**config.mk**
```make
export PLATFORM = sky130hd
export DESIGN_NAME = fetch_unit
export DESIGN_NICKNAME = d
export VERILOG_FILES = /design/src/rtl/dlx_pkg.sv /design/src/rtl/fetch_unit.sv
export SDC_FILE = /design/constraint.sdc
export NUM_CORES = 1
export LEC_CHECK = 0
export CAP_MARGIN = 20
export CORE_MARGIN = 5
export CORE_UTILIZATION = 43
export DETAILED_ROUTE_END_ITERATION = 7
export PLACE_DENSITY = 0.81
export SYNTH_ARGS = -nofsm -noshare
export SYNTH_HDL_FRONTEND = slang
export SYNTH_SLANG_ARGS = --single-unit
```
**constraint.sdc**
```tcl
create_clock -name clk -period 3.15 [get_ports clk]
set_input_delay 0.945 -clock clk [delete_from_list [all_inputs] [get_ports clk]]
set_output_delay 0.945 -clock clk [all_outputs]
set_load 0.02 [all_outputs]
```
**src/rtl/dlx_pkg.sv**
```systemverilog
// dlx_pkg: shared word type, PC step and fetch FSM encoding for the DLX front end.
package dlx_pkg;
    localparam int WORD_W = 32;
    typedef logic [WORD_W-1:0] word_t;
    localparam word_t PC_INC = 32'd4;
    typedef enum logic [1:0] {ST_IDLE, ST_REQ, ST_WAIT} fetch_state_e;
    function automatic word_t align_word(input word_t a);
        return {a[WORD_W-1:2], 2'b00};
    endfunction
endpackage

```
**src/rtl/fetch_unit.sv**
```systemverilog
// fetch_unit: PC register plus a single-outstanding instruction fetch FSM
// with a req/gnt/rvalid memory handshake and a sticky overrun flag.
module fetch_unit
    import dlx_pkg::*;
#(
    parameter word_t RESET_PC = 32'h0000_0000
) (
    input  logic  clk,
    input  logic  reset_n,
    input  logic  if_en,
    input  logic  wb_en,
    input  logic  pc_load,
    input  word_t pc_target,
    output logic  imem_req,
    output word_t imem_addr,
    input  logic  imem_gnt,
    input  logic  imem_rvalid,
    input  word_t imem_rdata,
    output word_t pc,
    output word_t npc,
    output word_t ir,
    output logic  ir_valid,
    output logic  fetch_busy,
    output logic  overrun
);
    fetch_state_e r_state;
    word_t        r_pc, r_addr, r_ir;
    logic         r_req, r_ir_valid, r_overrun;
    word_t        w_npc;

    assign w_npc      = r_pc + PC_INC;
    assign pc         = r_pc;
    assign npc        = w_npc;
    assign ir         = r_ir;
    assign ir_valid   = r_ir_valid;
    assign imem_req   = r_req;
    assign imem_addr  = r_addr;
    assign overrun    = r_overrun;
    assign fetch_busy = r_state != ST_IDLE;

    // The PC path is independent of the FSM so write-back never disturbs an in-flight address.
    always_ff @(posedge clk) begin
        if (!reset_n) begin
            r_state    <= ST_IDLE;
            r_pc       <= RESET_PC;
            r_addr     <= RESET_PC;
            r_ir       <= '0;
            r_ir_valid <= 1'b0;
            r_req      <= 1'b0;
            r_overrun  <= 1'b0;
        end else begin
            r_ir_valid <= 1'b0;
            if (wb_en)
                r_pc <= pc_load ? align_word(pc_target) : w_npc;
            if (if_en && r_state != ST_IDLE)
                r_overrun <= 1'b1;
            case (r_state)
                ST_IDLE: if (if_en) begin
                    r_addr  <= r_pc;
                    r_req   <= 1'b1;
                    r_state <= ST_REQ;
                end
                ST_REQ: if (imem_gnt) begin
                    r_req <= 1'b0;
                    if (imem_rvalid) begin
                        r_ir       <= imem_rdata;
                        r_ir_valid <= 1'b1;
                        r_state    <= ST_IDLE;
                    end else begin
                        r_state <= ST_WAIT;
                    end
                end
                ST_WAIT: if (imem_rvalid) begin
                    r_ir       <= imem_rdata;
                    r_ir_valid <= 1'b1;
                    r_state    <= ST_IDLE;
                end
                default: begin
                    r_req   <= 1'b0;
                    r_state <= ST_IDLE;
                end
            endcase
        end
    end
endmodule

```
**Yosys cells after proc, flatten, opt, wreduce, memory -nomap -nowiden**

Index checks and enable logic that the tools add are counted.

- Bits in registers: 101
- Input bits: 71
- Output and inout port bits: 132
- Word-level logic and storage cells: 37

- Add/subtract/negate cells: 1
- Equal/unequal tests: 5
- Mux-type cells: 15
- Bitwise operators: 1
- Reductions and logical operators: 8

Operators with widths:

| cell | number |
|---|---|
| $mux 32 | 3 |
| $pmux 32 s2 | 1 |
| $add 32x3->32 const B | 1 |
| $mux 2 | 4 |
| $ne 2x2->1 const B | 3 |
| $pmux 2 s3 | 1 |
| $reduce_and 3->1 | 2 |
| $mux 1 | 4 |
| $reduce_and 2->1 | 2 |
| $reduce_bool 2->1 | 2 |
| $pmux 1 s3 | 1 |
| $eq 2x1->1 const B | 1 |
| $eq 2x2->1 const B | 1 |
| $logic_not 2->1 | 1 |
| $pmux 1 s2 | 1 |
| $logic_and 1x1->1 | 1 |
| $not 1->1 | 1 |

**Logic depth before layout (Yosys ltp)**

Gate-level depths: netlist of the first run.

- Depth after elaboration: 3
- Gate-level depth with buffers: 8
- Depth with buffers taken out: 7

**Worst setup path after synthesis of the first run**

Ideal clock, no wire load.

- Kind: register to output
- Start: reg r_pc[10], in the netlist pc[10]
- End: out npc[29]
- Arrival: 2.339 ns
- Path slack: -0.134 ns
- Cell stages (with the launch flop): 6
- Buffers on the path: 1
- Path through: dfxtp_1 -> buf_2 -> nand4_4 -> or4_4 -> or4_4 -> xnor2_1

- Cells in the longest elaborated chain, start to end: 1

Ends and longest elaborated chain:

| item | line | source |
|---|---|---|
| start, declared | fetch_unit.sv:27 | `word_t r_pc, r_addr, r_ir;` |
| start signal, assigned | fetch_unit.sv:54 | `r_pc <= pc_load ? align_word(pc_target) : w_npc;` |
| $add 32x3->32 | fetch_unit.sv:31 | `assign w_npc = r_pc + PC_INC;` |
| end, declared | fetch_unit.sv:20 | `output word_t npc,` |

No other way between the ends.

**Worst setup path after layout of the first run**

- Start: reg r_pc[6], in the netlist pc[6]
- End: out npc[27]

Same word-level chain as after synthesis.

==> metrics, run 1 <==
run status=complete, but fails checks; failing checks=DRC, setup timing; Tightest Hold Check Type=flop to flop; Int Power=2.03 mW; crit start category=flop; Net Sw Power=0.901 mW; number of I/O port buffers=194; Clock transition at path regs=90 ps; vias per cell=5.47; detailed router's first-iteration violation count=467; largest family of logic cells by synthesized area=simple AND/OR/NAND/NOR gates; CP Data Arrival Time=2230 ps; Slew @ Worst Pin=826 ps; Wirelength per Cell=17.0 um; sequential area share after synthesis=40.7%; Ys Warns=0; sw frac=30.7%; pwr dens=401 nW/um2; GPL Wtd Cong=0.905; antenna cell count=0; die area=13,300 um2; critical path type=flop to primary output; Post-Synthesis Cells=628; Worst Setup End Kind=primary output; Critical Path Max Stage Delay=590 ps; share of layout cells above drive strength 1=15.3%; initial core utilization=44.0%; peak supply drop=0.319 mV; DRC viols=1; CP Max Fanout=3; hold bufs inserted after CTS=0; Area growth, synth to finish=53.5%; Routed WL=16,600 um; Post-synth EDFFs=0; Crit-path slowest cell=or4_4; Max Freq=0.315 GHz; final hold violations=0; # IOs=203; RSZ-0062 raised after global routing=true; post-synthesis mux area share=1.49%; Synth Register Bits=97; TritonCTS clock tree=built; initial antenna violation count=0; global-route wire length before repair=25,900 um; Clock Tree Root=clkbuf_8; simple-gate share of the synthesized area=26.9%; reg-to-reg setup timing slack=1140 ps; NumNets Final=911; Max Slew Vio Count=0; Final Util=67.6%; Logic pwr share=27.5%; Synth Area in Compound Gates=17.8%; H-tree depth=3; TritonCTS Sinks=97; Die Span X=115 um; Slew HR=45.0%; final worst setup slack=-27.7 ps; period utilization=101%; overall power=2.94 mW; Final min period=3180 ps; CTS max path bufs=2; Pre-antenna DRT Iters=7; prevailing post-synth register cell=dfxtp_1; Core ar.=10,800 um2; Clk pwr share=26.7%; number of library cell types mapped by synthesis=47; adder-cell share of the synthesized area=1.05%; highest-count cells in the layout ignoring fill and taps=170 x clkdlybuf4s50_1, 151 x nand2_1, 88 x dfxtp_1; worst-path cell chain=nand4_1 > or4_4 > nor4_4 > buf_4 > xor2_2 > buf_6; critical path required time=2200 ps; Filler Cell Count=931; number of global-route vias before repair=5,215; Place WS=-195 ps; most common cell after layout, fill and taps aside=clkdlybuf4s50_1; CTS buffer count=9; Clock Skews=8.96 ps; Post-Syn Area per Cell=7.60 um2; post-synthesis xor/xnor area fraction=5.14%; pin count of the biggest net entering global routing=79; detailed placement HPWL=12,300 um; Die Ht=115 um; ys async rst share=0%; grt ovf=0; Static Leak=2.81 nW; Mapped Area=4770 um2; Max-Cap Viols=0; Final ANT Viol Nets=0; clk_lat worst skew=360 ps; Rows=38; Setup Viol. Count Final=1; Seq pwr share=45.8%; Via Count=5,351; Global Route Usage Sum=24.2%
[synthesized netlist by cell type (7+ instances only)]
cell type	number	share of area (%)
a31oi_1	10	1.3
buf_2	7	0.73
xnor2_1	19	3.5
nand2_1	152	12
nor2_1	34	2.7
nand4_1	10	1.3
or3_1	8	1.0
o21ai_0	15	1.6
and3_1	10	1.3
and4_1	7	1.3
clkbuf_1	42	3.3
xor2_1	9	1.7
nand3_1	22	2.3
a21oi_1	79	8.3
inv_1	14	1.1
dfxtp_1	97	41
o211ai_1	9	1.4
[cell type report]
| type | instances | area, um2 | share of cell area (%) |
|---|---|---|---|
| multi-input combinational | 457 | 2590 | 35.4 |
| timing repair buffer | 255 | 2360 | 32.2 |
| sequential | 97 | 1950 | 26.7 |
| tap | 140 | 175 | 2.39 |
| clock buffer | 10 | 138 | 1.88 |
| inverter | 16 | 60.1 | 0.820 |
| clock inverter | 4 | 45.0 | 0.615 |
[cell families (layout without fill, tap and decap cells)]
family,after synthesis,count (layout)
muxes,7,7
and+or+nand+nor,269,269
other,1,6
buffers and inverters,79,285
DFF,97,97
xor gates and xnor gates,28,28
AOI/OAI and AO/OA,143,143
adders and majority gates,4,4
[critical path: cells and delay by family (launching register included)]
kind	cells	cell delay, ps
buffers and inverters	2	330
XOR/XNOR	1	180
flip-flops	1	340
AND/OR/NAND/NOR	3	1030
[worst paths after layout]
check                           startpoint  endpoint  cells past startpoint
worst max-delay path                 pc[6]   npc[27]                      6
worst min register to register      ir[26]    ir[26]                      2
worst min-delay path                ir[26]    ir[26]                      2
worst max register to register       pc[6]    pc[23]                      7
[flip-flops by register name, summed over array words and instances, names as in the netlist]
signal     count
ir            32
imem_addr     30
pc            30
r_state        2
imem_req       1
ir_valid       1
overrun        1
[through the flow]
step	setup TNS, ps	hold WS (ps)	instance area, um2	cells
final	-27.7	456	7330	979
after global routing	-473	481	7330	979
after CTS	-136	459	7230	973
after detailed placement	-899	448	7050	956
after global placement	-599	440	7050	956
after floorplan	-14.0	490	4820	633
[power groups by stage]
stage,sequential (mW),combinational (mW),clock [mW]
3_3_place_gp,1.37,0.776,0
6_report,1.34,0.809,0.783
2_1_floorplan,1.45,0.334,0
3_5_place_dp,1.37,0.793,0
5_1_grt,1.35,0.870,0.844
4_1_cts,1.34,0.788,0.800
[routing by layer]
layer / vias to the layer above / track usage, % / share of wire, %
li1: 2545 / - / -
met1: 2543 / 28.4 / 38
met2: 232 / 42.3 / 51
met3: 31 / 6.58 / 8.5
met4: 0 / 8.29 / 2.3
met5: - / 0 / 0
[timing repair]
| item | CTS | global route |
|---|---|---|
| pin swaps | 7 | 12 |
| setup endpoints to repair | 22 | 24 |
| resized for setup | 85 | 31 |
| setup buffers | 3 | 5 |
Note: power is estimated with default switching activity, not from simulation.
==> inputs of run 2 (changes only) <==
--- a/config.mk
+++ b/config.mk
@@ -10,6 +10,7 @@
 export CORE_UTILIZATION = 43
 export DETAILED_ROUTE_END_ITERATION = 7
 export PLACE_DENSITY = 0.81
+export SLEW_MARGIN = 10
 export SYNTH_ARGS = -nofsm -noshare
 export SYNTH_HDL_FRONTEND = slang
 export SYNTH_SLANG_ARGS = --single-unit
==> run 2 against run 1 <==
Effect of this change:
- the run ends with setup timing left
- sequential power is essentially flat
- worst hold slack is essentially flat
- count of clock-buffer cells in the layout is the same
- critical endpoint unchanged
- largest cell class unchanged
- highest routed layer unchanged
==> metrics, run 2 (synthesis results as in run 1) <==
worst reg2reg path depth=7 (unchanged); detailed placement HPWL=12,300 um (unchanged); reg-to-reg setup timing slack=1140 ps (about the same); final hold violations=0 (unchanged); detailed router's first-iteration violation count=437 (-6.4%); peak supply drop=0.319 mV (about the same); Clock Skews=9.74 ps (+0.783 ps); RSZ-0062 raised after global routing=true; grt ovf=0 (unchanged); die area=13,300 um2 (unchanged); Clock transition at path regs=90 ps (about the same); Die Span X=115 um (unchanged); TritonCTS clock tree=built; overall power=2.93 mW (-0.17%); CP Launch Point=pc[6]; Core ar.=10,800 um2 (unchanged); Area growth, synth to finish=53.2%; Area after DPL=7050 um2 (unchanged); Slew @ Worst Pin=827 ps (+0.972 ps); Filler Cell Count=936 (+0.54%); H-tree depth=3 (unchanged); Multi-input gate area=2590 um2 (unchanged); final worst setup slack=-21.1 ps (+6.67 ps); TritonCTS Sinks=97 (unchanged); # IOs=203 (unchanged); Routed WL=16,600 um (-0.13%); pin count of the biggest net entering global routing=79 (unchanged); Rows=38 (unchanged); Worst Setup End Kind=primary output; run status=complete, but fails checks; Pre-antenna DRT Iters=5 (-2); Setup Viol. Count Final=1 (unchanged); Setup crit end=npc[27]; Final min period=3170 ps (-6.67 ps); GPL Wtd Cong=0.905 (unchanged); hold path startpoint=ir[26]; CTS buffer count=9 (unchanged); failing checks=setup timing; most common cell after layout, fill and taps aside=clkdlybuf4s50_1; highest-count cells in the layout ignoring fill and taps=170 x clkdlybuf4s50_1, 151 x nand2_1, 88 x dfxtp_1; Global Route Usage Sum=24.2% (unchanged); FF+latch area=1950 um2 (unchanged); Wirelength per Cell=17.0 um (-0.13%); reg2reg end=pc[23]; CP Max Fanout=3 (unchanged); global-route wire length before repair=25,900 um (unchanged); critical path type=flop to primary output; CTS max path bufs=2 (unchanged); max reg flops=32 (unchanged); Slew HR=44.9% (-0.065 points); Static Leak=2.80 nW (-0.15%); critical path required time=2200 ps (about the same); Max-Cap Viols=0 (unchanged); post-route cell area=7310 um2 (-0.17%); antenna cell count=0 (unchanged); NumNets Final=911 (unchanged); Place WS=-195 ps (unchanged); clk_lat worst skew=350 ps (about the same); vias per cell=5.45 (-0.37%); pwr dens=401 nW/um2 (about the same); Via Count=5,331 (-0.37%); initial core utilization=44.0% (unchanged); DRC viols=0 (-1); Max Freq=0.315 GHz (+0.21%); hold bufs inserted after CTS=0 (unchanged); number of global-route vias before repair=5,215 (unchanged); initial antenna violation count=0 (unchanged); Clock Tree Root=clkbuf_8; Max Slew Vio Count=0 (unchanged); share of layout cells above drive strength 1=15.3% (unchanged); Die Ht=115 um (unchanged); CP Data Arrival Time=2230 ps (about the same); reg2reg start=pc[6]; crit start category=flop; period utilization=101% (-0.21 points); number of I/O port buffers=194 (unchanged); Final ANT Viol Nets=0 (unchanged); Tightest Hold Check Type=flop to flop
-- run 2: power breakdown --
group / internal, mW / switching, mW / leakage (nW)
Sequential: 1.30 / 0.0463 / 0.793
Combinational: 0.357 / 0.447 / 1.91
Clock: 0.377 / 0.405 / 0.0978
-- run 2: repair_timing --
item | CTS | global route
gates resized for setup | 85 | 31
endpoints found under the hold margin | 0 | 0
pin swaps | 7 | 12
setup buffers | 3 | 5
setup endpoints to repair | 22 | 24
-- run 2: worst min-delay path by stage --
stage / to / depth (start not counted)
final: ir[26] / 2
after CTS: ir[26] / 2
after global placement: ir[4] / 2
after global routing: ir[16] / 2
after floorplan: r_state[0] / 2
after detailed placement: ir[26] / 2
-- run 2: layer usage --
metal | global-route usage [%] | routed length (um) | vias up
met3 | 6.58 | 1400 | 31
met1 | 28.4 | 6370 | 2533
met4 | 8.29 | 348 | 0
li1 | - | - | 2544
met5 | 0 | 0 | -
met2 | 42.3 | 8470 | 223
-- run 2: critical path: stages (launching register included) --
cell	delay [ps]
dfxtp_1	340
nand4_1	130
or4_4	590
nor4_4	300
buf_4	180
xor2_2	180
buf_6	150
-- run 2: stage by stage --
stage          std cells  utilization [%]  TNS [ps]  hold slack [ps]
2_1_floorplan        633                -     -14.0              490
3_3_place_gp         956             65.0      -599              440
3_5_place_dp         956             65.0      -899              448
4_1_cts              973             66.7      -136              459
5_1_grt              979             67.5      -473              481
6_report             979             67.5     -21.1              456
-- run 2: area by class of cell --
type                            instances  share of cell area (%)
Clock buffer                           10                    1.88
Sequential cell                        97                    26.7
Inverter                               16                   0.821
Tap cell                              140                    2.39
Multi-Input combinational cell        457                    35.5
Timing Repair Buffer                  255                    32.1
Clock inverter                          4                   0.616
